### src/rtl/ps2_pkg.sv
// Shared scan-code and ASCII constants for the PS/2 key queue.
package ps2_pkg;

  typedef struct packed {
    logic       ext;
    logic       brk;
    logic [7:0] scan;
  } ps2_code_t;

  localparam logic [7:0] SC_LSHIFT = 8'h12;
  localparam logic [7:0] SC_RSHIFT = 8'h59;
  localparam logic [7:0] SC_CAPS   = 8'h58;
  localparam logic [7:0] SC_ENTER  = 8'h5A;
  localparam logic [7:0] SC_SPACE  = 8'h29;
  localparam logic [7:0] SC_BKSP   = 8'h66;
  localparam logic [7:0] SC_ESC    = 8'h76;

  localparam logic [7:0] ASCII_CR  = 8'h0D;
  localparam logic [7:0] ASCII_BS  = 8'h08;
  localparam logic [7:0] ASCII_ESC = 8'h1B;
  localparam logic [7:0] ASCII_SP  = 8'h20;

endpackage

### src/rtl/ps2_scan_to_ascii.sv
// Combinational set-2 scan code to ASCII lookup; hit=0 for untranslated codes.
module ps2_scan_to_ascii
  import ps2_pkg::*;
(
  input  logic [7:0] scan_i,
  input  logic       ext_i,
  input  logic       upper_i,
  output logic       hit_o,
  output logic [7:0] ascii_o
);

  logic       letter;
  logic [7:0] base;

  always_comb begin
    letter = 1'b1;
    base   = 8'h00;
    case (scan_i)
      8'h1C: base = 8'h61;
      8'h32: base = 8'h62;
      8'h21: base = 8'h63;
      8'h23: base = 8'h64;
      8'h24: base = 8'h65;
      8'h2B: base = 8'h66;
      8'h34: base = 8'h67;
      8'h33: base = 8'h68;
      8'h43: base = 8'h69;
      8'h3B: base = 8'h6A;
      8'h42: base = 8'h6B;
      8'h4B: base = 8'h6C;
      8'h3A: base = 8'h6D;
      8'h31: base = 8'h6E;
      8'h44: base = 8'h6F;
      8'h4D: base = 8'h70;
      8'h15: base = 8'h71;
      8'h2D: base = 8'h72;
      8'h1B: base = 8'h73;
      8'h2C: base = 8'h74;
      8'h3C: base = 8'h75;
      8'h2A: base = 8'h76;
      8'h1D: base = 8'h77;
      8'h22: base = 8'h78;
      8'h35: base = 8'h79;
      8'h1A: base = 8'h7A;
      default: letter = 1'b0;
    endcase
  end

  always_comb begin
    hit_o   = 1'b1;
    ascii_o = 8'h00;
    if (ext_i) begin
      // Only keypad Enter is translated from the extended set.
      hit_o   = (scan_i == SC_ENTER);
      ascii_o = hit_o ? ASCII_CR : 8'h00;
    end else if (letter) begin
      ascii_o = upper_i ? (base - 8'h20) : base;
    end else begin
      case (scan_i)
        8'h45:    ascii_o = 8'h30;
        8'h16:    ascii_o = 8'h31;
        8'h1E:    ascii_o = 8'h32;
        8'h26:    ascii_o = 8'h33;
        8'h25:    ascii_o = 8'h34;
        8'h2E:    ascii_o = 8'h35;
        8'h36:    ascii_o = 8'h36;
        8'h3D:    ascii_o = 8'h37;
        8'h3E:    ascii_o = 8'h38;
        8'h46:    ascii_o = 8'h39;
        SC_SPACE: ascii_o = ASCII_SP;
        SC_ENTER: ascii_o = ASCII_CR;
        SC_BKSP:  ascii_o = ASCII_BS;
        SC_ESC:   ascii_o = ASCII_ESC;
        default:  hit_o   = 1'b0;
      endcase
    end
  end

endmodule

### src/rtl/ps2_key_queue.sv
// Tracks Shift/Caps Lock, translates PS/2 make codes to ASCII and queues them
// in a first-word fall-through FIFO with a sticky overflow flag.
module ps2_key_queue
  import ps2_pkg::*;
#(
  parameter int DEPTH = 16,
  parameter int AW    = 4
) (
  input  logic          clk,
  input  logic          rst,
  input  logic          code_valid,
  input  logic [9:0]    code,
  input  logic          rd_en,
  output logic [7:0]    rd_data,
  output logic          rd_valid,
  output logic [AW:0]   count,
  output logic          shift_held,
  output logic          caps_lock,
  output logic          overflow,
  input  logic          clr_ovf
);

  localparam logic [AW:0] FULL_CNT = DEPTH[AW:0];

  ps2_code_t c;
  assign c = code;

  logic lshift_q, lshift_d, rshift_q, rshift_d;
  logic caps_q, caps_d, caps_down_q, caps_down_d;
  logic push_q, push_d;
  logic [7:0] ascii_q, ascii_d;
  logic [AW:0] wr_ptr_q, wr_ptr_d, rd_ptr_q, rd_ptr_d;
  logic ovf_q, ovf_d;
  logic [7:0] mem [DEPTH];

  logic       tr_hit;
  logic [7:0] tr_ascii;
  logic       full, pop, wr;

  // Case is decided from the modifier state held before this code arrives.
  ps2_scan_to_ascii u_xlat (
    .scan_i  (c.scan),
    .ext_i   (c.ext),
    .upper_i ((lshift_q | rshift_q) ^ caps_q),
    .hit_o   (tr_hit),
    .ascii_o (tr_ascii)
  );

  always_comb begin
    lshift_d    = lshift_q;
    rshift_d    = rshift_q;
    caps_d      = caps_q;
    caps_down_d = caps_down_q;
    push_d      = code_valid & ~c.brk & tr_hit;
    ascii_d     = tr_ascii;
    if (code_valid && !c.ext) begin
      case (c.scan)
        SC_LSHIFT: lshift_d = ~c.brk;
        SC_RSHIFT: rshift_d = ~c.brk;
        SC_CAPS: begin
          // Typematic repeats of Caps Lock arrive as makes with the key still down.
          if (c.brk) begin
            caps_down_d = 1'b0;
          end else if (!caps_down_q) begin
            caps_d      = ~caps_q;
            caps_down_d = 1'b1;
          end
        end
        default: ;
      endcase
    end
  end

  assign count    = wr_ptr_q - rd_ptr_q;
  assign full     = (count == FULL_CNT);
  assign rd_valid = (count != '0);
  assign pop      = rd_en & rd_valid;
  assign wr       = push_q & (~full | pop);

  always_comb begin
    wr_ptr_d = wr_ptr_q;
    rd_ptr_d = rd_ptr_q;
    ovf_d    = ovf_q;
    if (wr)  wr_ptr_d = wr_ptr_q + 1'b1;
    if (pop) rd_ptr_d = rd_ptr_q + 1'b1;
    if (clr_ovf) ovf_d = 1'b0;
    if (push_q && full && !pop) ovf_d = 1'b1;
  end

  always_ff @(posedge clk or posedge rst) begin
    if (rst) begin
      lshift_q    <= 1'b0;
      rshift_q    <= 1'b0;
      caps_q      <= 1'b0;
      caps_down_q <= 1'b0;
      push_q      <= 1'b0;
      ascii_q     <= 8'h00;
      wr_ptr_q    <= '0;
      rd_ptr_q    <= '0;
      ovf_q       <= 1'b0;
    end else begin
      lshift_q    <= lshift_d;
      rshift_q    <= rshift_d;
      caps_q      <= caps_d;
      caps_down_q <= caps_down_d;
      push_q      <= push_d;
      ascii_q     <= ascii_d;
      wr_ptr_q    <= wr_ptr_d;
      rd_ptr_q    <= rd_ptr_d;
      ovf_q       <= ovf_d;
    end
  end

  always_ff @(posedge clk) begin
    if (wr) mem[wr_ptr_q[AW-1:0]] <= ascii_q;
  end

  assign rd_data    = rd_valid ? mem[rd_ptr_q[AW-1:0]] : 8'h00;
  assign shift_held = lshift_q | rshift_q;
  assign caps_lock  = caps_q;
  assign overflow   = ovf_q;

endmodule

### config.mk
export PLATFORM = sky130hd
export DESIGN_NAME = ps2_key_queue
export DESIGN_NICKNAME = d
export VERILOG_FILES = /design/src/rtl/ps2_pkg.sv /design/src/rtl/ps2_scan_to_ascii.sv /design/src/rtl/ps2_key_queue.sv
export SDC_FILE = /design/constraint.sdc
export NUM_CORES = 1
export LEC_CHECK = 0
export CAP_MARGIN = 15
export CORE_MARGIN = 2
export CORE_UTILIZATION = 41
export CTS_BUF_LIST = sky130_fd_sc_hd__clkbuf_16
export DETAILED_ROUTE_END_ITERATION = 8
export PLACE_DENSITY = 0.66
export SYNTH_ARGS = -nofsm -noshare
export SYNTH_HDL_FRONTEND = slang
export SYNTH_SLANG_ARGS = --single-unit
export TNS_END_PERCENT = 1
### constraint.sdc
create_clock -name clk -period 4.7 [get_ports clk]
set_input_delay 1.175 -clock clk [delete_from_list [all_inputs] [get_ports clk]]
set_output_delay 1.175 -clock clk [all_outputs]
set_load 0.005 [all_outputs]
# Word-level counts from Yosys, hierarchy flattened
# Memory sizes are Yosys's and may differ from the RTL's.
# Index checks and enable logic that the tools add are counted.
# word_totals
mem_bits_ro	0
ff_bits	24
latchBits	0
output_inout_bits	17
ram_bits	128
elab_cells	98
memories	1
in_bits	15
# classes
n_reduce_logical	13
multipliers	0
n_div	0
addsub	4
bitwise	11
order_cmp	0
shift	0
mux	16
n_eq_ne	44
# mem_list
name	depth	word_bits	rd	rd_clocked_by_memory_dff	write_ports	line_no	text
mem	16	8	1	0	1	ps2_key_queue.sv:34	logic [7:0] mem [DEPTH];
# op_table
operator	n
$eq A8 B6 Y1 const B	23
$pmux W7 S26	1
$eq A8 B7 Y1 const B	12
$pmux W6 S14	1
$eq A8 B5 Y1 const B	8
$mux W8	4
$reduce_or A26 Y1	1
$reduce_or A14 Y1	1
$add A5 B1 Y5 const B	2
$mux W1	9
$sub A7 B6 Y8 const B	1
$reduce_and A2 Y1	3
$eq A5 B5 Y1 const B	1
$reduce_bool A5 Y1	1
$sub A5 B5 Y5	1
$and A1 B1 Y1	4
$mux W4	1
$not A1 Y1	4
$reduce_and A4 Y1	1
$logic_and A1 B1 Y1	3
$logic_not A1 Y1	2
$or A1 B1 Y1	2
$reduce_bool A2 Y1	1
$xor A1 B1 Y1	1

# Depth between registers and ports, before layout
# Gate-level depths: netlist of run 1.
# logic_depth
word_depth	7
depth_mapped	11
depth_no_buf	9

# By module
# From an unflattened synthesis of run 1, not the netlist that was laid out.
# unflattened
cells_unflattened	472
area_unflattened_um2	7482.2
# by_module_without_submodules
module	area_each_um2	cells_per_inst	n_inst	seq_area_each_um2
ps2_key_queue	6404.9	319	1	4444.3
ps2_scan_to_ascii	1077.3	153	1	0.0

# Worst setup path before layout of run 1
# OpenSTA, ideal clock, no wires.
# synth_path
path_kind	reg2out
start	reg wr_ptr_q[0]
end	out rd_data[0]
slack_ns	1.214
arrival_time_ns	2.311
stages_incl_launch_ff	10
required_ns	3.525
path_buffers	1
cell_sequence	dfrtp_1 -> inv_1 -> ha_1 -> fa_1 -> xnor2_1 -> nor3_2 -> or4b_4 -> a22oi_2 -> buf_6 -> nor3_1
# synth_via
elab_chain_len	3
# synth_rtl
element	line_no	text
from (decl)	ps2_key_queue.sv:32	logic [AW:0] wr_ptr_q, wr_ptr_d, rd_ptr_q, rd_ptr_d;
from (signal assigned)	ps2_key_queue.sv:108	wr_ptr_q <= wr_ptr_d;
$sub A5 B5 Y5	ps2_key_queue.sv:74	assign count = wr_ptr_q - rd_ptr_q;
net count[2]	ps2_key_queue.sv:16	output logic [AW:0] count,
$reduce_bool A5 Y1	ps2_key_queue.sv:76	assign rd_valid = (count != '0);
$mux W8	ps2_key_queue.sv:118	assign rd_data = rd_valid ? mem[rd_ptr_q[AW-1:0]] : 8'h00;
to (decl)	ps2_key_queue.sv:14	output logic [7:0] rd_data,
# The timed path passes the listed nets, and every way through them passes these cells.

# Worst setup path in the final report of run 1
# layout_path
start	reg rd_ptr_q[3]
end	out rd_data[6]
# layout_via
elab_chain_len	3
elab_cells_between_ends	4
cone_classes	add/sub (1); mux (1); reduce/logical (1); memory (1)
# layout_rtl
element	line_no	text
from (decl)	ps2_key_queue.sv:32	
from (signal assigned)	ps2_key_queue.sv:109	rd_ptr_q <= rd_ptr_d;
$sub A5 B5 Y5	ps2_key_queue.sv:74	
$reduce_bool A5 Y1	ps2_key_queue.sv:76	
$mux W8 (*)	ps2_key_queue.sv:118	
# Every way passes the cells marked *; elsewhere a longest branch is shown, timed or not.

==> flow_metrics.tcl, run 1 <==
set metrics [dict create \
    drc 0 \
    overflow 0 \
    die_h_um 137 \
    cts_root_buffer "clkbuf_16" \
    cts_setup_buffers 0 \
    critPathMaxFanout 13 \
    powerDensity_nw_per_um2 534 \
    drt_pass1_iterations 5 \
    drtAntennaViolNets 0 \
    setup_violations 0 \
    dp_hpwl_um 10800 \
    postSynthCellCount 509 \
    cap_violations 0 \
    synthDistinctLibCells 68 \
    relSlewSlack_pct 37.2 \
    dr.first_iter.drc_count 311 \
    fin_crit_sh_pct 96.5 \
    final_util_pct 48.3 \
    hold_path.class "flop to flop" \
    die_area_um2 18700 \
    rsz0062_at_grt "false" \
    fillers 1446 \
    via_per_inst 5.71 \
    p_leak_nw 2.97 \
    core_area_um2 17200 \
    grt_pass1_vias 4420 \
    seq_area_um2 4450 \
    synthArstFlopShare_pct 15.8 \
    cp.required_ns 3.52 \
    hold_ws_ns 0.480 \
    syn-cell-area_um2 7220 \
    num_antenna_cells 0 \
    grt_max_degree 50 \
    cts_resized 0 \
    status "finished clean" \
    io_pins 32 \
    crit_path_end_kind "output pin" \
    worstSetupPathType "flop to output pin" \
    h-tree-depth 4 \
    grt_first_pass_wirelength_um 25100 \
    yosysWarnings 0 \
    vdd_drop_max_mv 0.325 \
    worstSetupStartpointType "flop" \
    synth_area_leader_cell "edfxtp_1" \
    multi_input_area_um2 2550 \
    tritoncts "yes" \
    antenna_found_initial 0 \
    cts.clk_slew.worst_paths_ns 0.06 \
    ys_seq_elements 152 \
    synth_common_cells "128 x edfxtp_1, 29 x mux2i_1, 24 x dfrtp_1" \
    avgSynthCellArea_um2 14.2 \
    dieWidth_um 137 \
    final_max_slew_viol_count 0 \
    worst-slew-pin-transition_ns 0.942 \
    drive_above_1_share_pct 13.2 \
    finalPower_mw 4.44 \
    totalWireLength_um 16100 \
    cts_hold_buffers 0 \
    synthTopCellsByArea "edfxtp_1 53%, dfrtp_1 8.3%, mux4_2 5.9%, mux2i_1 4.0%, ha_1 1.9%" \
    synth_flop_cell "edfxtp_1" \
    cts_buffer_depth 2 \
    yosysMostFrequentCell "edfxtp_1" \
    cp.arrival_ns 3.36 \
    setup_tns_ns 0 \
    fmax_mhz 220 \
    io_buffers 31 \
    area_delta_synth_final_pct 15.3 \
    syn_nets 536 \
    clock-sinks 152 \
    finalNetCount 567 \
    synth_top_area_share_pct 53.3 \
    gp_congestion 0.928 \
    initial_core_util_pct 41.9 \
    min_period_ns 4.54 \
    clk_latency_ns 0.41 \
    ys_seq_area_share_pct 61.6 \
    synth-edff-count 128 \
    wire_per_inst_um 20.7 \
    grt_use_total_pct 18.2 \
    num_rows 48 \
    clock-skew-final_ns 0.00512 \
    hold_violations 0 \
    via_count 4440 \
    cts_buffers 17 \
]
## per-stage QoR
stage / worst slack, ns / std cells / cell area [um^2]
after floorplan: 1.21 / 509 / 7220
after global placement: 0.647 / 746 / 7720
after detailed placement: 0.565 / 746 / 7720
after CTS: 0.117 / 778 / 8310
after global routing: 0.0120 / 778 / 8320
final: 0.163 / 778 / 8320
## report_power, final
group | internal [mW] | leakage (nW) | switching (mW)
registers | 1.50 | 1.52 | 0.0699
logic | 0.760 | 1.15 | 0.776
clock network | 0.827 | 0.298 | 0.513
## kinds of logic after synthesis
logic type	Yosys count	share of synthesized area [%]
buf+inv	44	3.02
fa+ha+maj	12	2.18
xor+xnor	16	1.94
simple gates	137	11.5
flops	152	61.6
mux	50	10.3
compound gates	98	9.50
## area by class of cell
cell class	instances	area share, %
tap	225	3.38
timing repair buffer	41	4.63
clock buffer	17	5.11
clock inverter	15	1.99
inverter	15	0.722
sequential	152	53.4
multi-input combinational	313	30.7
## layout by cell type, fill, tap and decap left out, types with 3 or more instances in the layout
cell,instances
nor3_1,16
mux4_2,19
a21oi_1,20
bufinv_16,3
ha_1,11
nand3_1,7
clkinvlp_4,3
nor2b_1,14
clkbuf_16,17
nand4_1,3
o31ai_1,3
and2_1,7
o21ai_0,9
nor4_1,5
a31oi_1,10
o221ai_1,14
nor2_1,15
clkdlybuf4s50_1,31
nand2_1,16
mux2i_1,29
xor2_1,6
dfrtp_1,23
clkinv_4,4
buf_4,10
o22ai_1,13
and3b_1,5
xnor2_1,10
o21a_1,4
nor3b_1,3
and3_1,13
edfxtp_1,128
nand2b_1,15
inv_1,17
nand3b_1,4
## layer usage
| layer | track usage [%] | vias to the layer above | share of wire (%) |
|---|---|---|---|
| met2 | 30.4 | 151 | 51 |
| li1 | - | 2073 | - |
| met3 | 3.70 | 28 | 4.9 |
| met4 | 7.99 | 0 | 2.7 |
| met1 | 23.0 | 2188 | 42 |
| met5 | 0 | - | 0 |
## critical path, stage by stage, from the launching register on
cell	delay (ns)
dfrtp_1	0.54
clkinv_1	0.40
ha_1	0.47
or4b_4	0.56
a22oi_2	0.19
buf_4	0.24
a211oi_1	0.08
clkdlybuf4s50_1	0.46
## registers in the layout, indices dropped and copies added, names as in the netlist
register and count:
mem 128, wr_ptr_q 5, overflow 1, ascii_q 8, rd_ptr_q 5, lshift_q 1, caps_lock 1, push_q 1
rshift_q 1, caps_down_q 1
## final timing paths
path	endpoint	depth (start not counted)	slack (ns)	start
max	rd_data[6]	7	0.16	rd_ptr_q[3]$_DFFE_PP0P_
min	lshift_q$_DFFE_PP0P_	2	0.48	lshift_q$_DFFE_PP0P_
max reg2reg	mem[4][1]$_DFFE_PP_	7	1.14	rd_ptr_q[3]$_DFFE_PP0P_
min reg2reg	lshift_q$_DFFE_PP0P_	2	0.48	lshift_q$_DFFE_PP0P_
max in group asynchronous	rd_ptr_q[0]$_DFFE_PP0P_	2	2.79	rst
min in group asynchronous	overflow$_DFFE_PP0P_	2	1.28	rst
(Power assumes the default switching activity.)
==> run 2: changes to the inputs <==
- PLACE_DENSITY: 0.66 -> 0.68
- SYNTH_HIERARCHICAL: not set -> 1
- clock period: 4.7 -> 4.1 ns (I/O delays scaled with it)
==> run 2 against run 1 <==
Compared with the run above: synthesized area up 3.7%; sequential share of layout area decreased by 2.9 points; critical path depth up 3; clock skew up 0.0089 ns; largest power group is now combinational cells; die area is 3.6% higher; critical path type unchanged; global-route usage fell by 0.48 points; via count is 0.23% lower; combinational power rose by 16%; non-clock buffer count grew 27; clock power rose by 14%; largest cell class unchanged.
==> flow_metrics.tcl, run 2 <==
set metrics [dict create \
    gp_congestion 0.888 \
    worstPathCellList "inv_2, ha_1, inv_1, fa_2, xor2_2, buf_4, a211oi_4, o22a_4, nor2b_1, clkdlybuf4s50_1" \
    avgSynthCellArea_um2 15.9 \
    cp.required_ns 3.07 \
    fillers 1468 \
    synthArstFlopShare_pct 15.8 \
    most-common-layout-cells "128 x edfxtp_1, 35 x buf_4, 31 x clkdlybuf4s50_1" \
    finalNetCount 552 \
    endpoint "rd_data[4]" \
    r2r_start "wr_ptr_q[0]$_DFFE_PP0P_" \
    critPathMaxFanout 5 \
    yosysMostFrequentCell "edfxtp_1" \
    grt_pass1_vias 4449 \
    wire_per_inst_um 21.6 \
    core_area_um2 18000 \
    num_rows 49 \
    synth_top_area_share_pct 51.4 \
    die_h_um 139 \
    initial_core_util_pct 41.7 \
    largest_reg_flops 128 \
    path_buf_inv 4 \
    grt_max_degree 36 \
    cts_buffers 17 \
    via_count 4430 \
    synth-edff-count 128 \
    area_delta_synth_final_pct 17.4 \
    min_period_ns 4.00 \
    drc 0 \
    cp_top_family "buffers and inverters" \
    r2r-end "mem[10][0]$_DFFE_PP_" \
    via_per_inst 5.76 \
    setup_ws_ns 0.104 \
    hold_path.class "flop to flop" \
    drive_above_1_share_pct 24.6 \
    rrSetupSlack_ns 0.79 \
    clock-skew-final_ns 0.0140 \
    slowest_delay_ns 0.45 \
    io_pins 32 \
    clock-sinks 152 \
    ys_seq_elements 152 \
    setup_tns_ns 0 \
    dr.first_iter.drc_count 392 \
    hold-path-cell-count 2 \
    dp_slack_ns 0.309 \
    drt_pass1_iterations 5 \
    postSynthCellCount 472 \
    status "finished clean" \
    grt_first_pass_wirelength_um 26000 \
    synthDistinctLibCells 82 \
    h-tree-depth 4 \
    grt_use_total_pct 17.7 \
    io_buffers 31 \
    critPathSlowestCell "clkdlybuf4s50_1" \
    yosysWarnings 6 \
    syn-cell-area_um2 7480 \
    crit_path_end_kind "output pin" \
    powerDensity_nw_per_um2 577 \
    cts_root_buffer "clkbuf_16" \
    clk_latency_ns 0.42 \
    worst-slew-pin-transition_ns 1.05 \
    crit_cells 10 \
    fin_cells 769 \
    crit_start "wr_ptr_q[0]$_DFFE_PP0P_" \
    drtAntennaViolNets 0 \
    tritoncts "yes" \
    synthTopCellsByArea "edfxtp_1 51%, dfrtp_1 8.0%, mux4_2 7.2%, mux4_1 5.6%, ha_1 1.5%" \
    cts_hold_buffers 0 \
    vdd_drop_max_mv 0.446 \
    dp.cells 730 \
    ys_seq_area_share_pct 59.4 \
    die_area_um2 19300 \
    synth_area_leader_cell "edfxtp_1" \
    hold_violations 0 \
    finalPower_mw 5.07 \
    synth_common_cells "128 x edfxtp_1, 25 x nand2_1, 24 x dfrtp_1, 24 x mux4_2" \
    synth_flop_cell "edfxtp_1" \
    fin_crit_sh_pct 97.5 \
    final_common_cell "edfxtp_1" \
    dp_hpwl_um 10500 \
    p_leak_nw 3.11 \
    cts.clk_slew.worst_paths_ns 0.06 \
    fmax_mhz 250 \
    final_max_slew_viol_count 0 \
    worstSetupStartpointType "flop" \
    rsz0062_at_grt "false" \
    overflow 0 \
    r2r_cells 13 \
    worstSetupPathType "flop to output pin" \
    num_antenna_cells 0 \
    cap_violations 0 \
    cp.arrival_ns 2.97 \
    dieWidth_um 139 \
    totalWireLength_um 16600 \
    relSlewSlack_pct 29.6 \
    syn_nets 497 \
    antenna_found_initial 0 \
    setup_violations 0 \
    cts_buffer_depth 2 \
]
-- run 2: kinds of logic (layout without fill, tap and decap cells) --
family	Yosys count	count (layout)	share of synthesized area, %
xor+xnor	18	18	2.21
mux	47	47	13.9
fa+ha+maj	10	10	1.77
buf+inv	49	116	3.55
simple gates	140	140	13.1
flops	152	152	59.4
compound gates	55	56	6.00
other cells	1	1	0.0501
-- run 2: through the flow --
step                util, %  instance area (um^2)  hold WS [ns]
global route           48.9                  8790         0.529
floorplan                 -                  7480         0.460
CTS                    48.7                  8750         0.499
detailed placement     45.2                  8120         0.488
finish                 48.9                  8790         0.498
global placement       45.2                  8120         0.479
-- run 2: repair_timing --
item	4_1_cts	5_1_grt
endpoints found under the hold margin	0	0
pin swaps	3	2
gates cloned	1	0
resized for setup	2	1
setup buffers	4	1
setup endpoints to repair	9	1
-- run 2: worst reg2reg max path, delay by kind of cell, from the launching register on --
family / cells / cell delay (ns)
buffers and inverters: 6 / 0.82
AND/OR/NAND/NOR: 3 / 0.79
adder cells (fa/ha/maj): 2 / 0.53
flip-flops: 1 / 0.39
AO/OA/AOI/OAI: 1 / 0.33
XOR/XNOR: 1 / 0.19
-- run 2: layer usage --
metal  routed length [um]  vias to the layer above  GRT usage (%)
met1                 6900                     2268           22.9
li1                     -                     1985              -
met2                 8640                      152           30.6
met3                  710                       25           3.66
met4                  323                        0           4.94
met5                    0                        -              0
-- run 2: area by class of cell --
type / count / area, um^2 / share of cell area, %
flip-flops and latches: 152 / 4450 / 50.6
multi-input cells: 272 / 2790 / 31.8
repair buffers: 68 / 621 / 7.06
clock buffers: 17 / 425 / 4.84
well taps: 229 / 287 / 3.26
clock inverters: 15 / 156 / 1.78
inverters: 16 / 60.1 / 0.683
-- run 2: report_power, final --
| part | switching, mW | total, mW | internal, mW |
|---|---|---|---|
| Combinational | 0.775 | 1.78 | 1.01 |
| Clock | 0.664 | 1.53 | 0.861 |
| Sequential | 0.0463 | 1.76 | 1.71 |
| Total | 1.48 | 5.07 | 3.59 |
-- run 2: worst min-delay path by stage --
| stage | start | end |
|---|---|---|
| 6_report | lshift_q$_DFFE_PP0P_ | lshift_q$_DFFE_PP0P_ |
| 5_1_grt | wr_ptr_q[4]$_DFFE_PP0P_ | wr_ptr_q[4]$_DFFE_PP0P_ |
| 4_1_cts | lshift_q$_DFFE_PP0P_ | lshift_q$_DFFE_PP0P_ |
| 3_5_place_dp | lshift_q$_DFFE_PP0P_ | lshift_q$_DFFE_PP0P_ |
| 3_3_place_gp | lshift_q$_DFFE_PP0P_ | lshift_q$_DFFE_PP0P_ |
| 2_1_floorplan | rd_ptr_q[4]$_DFFE_PP0P_ | rd_ptr_q[4]$_DFFE_PP0P_ |
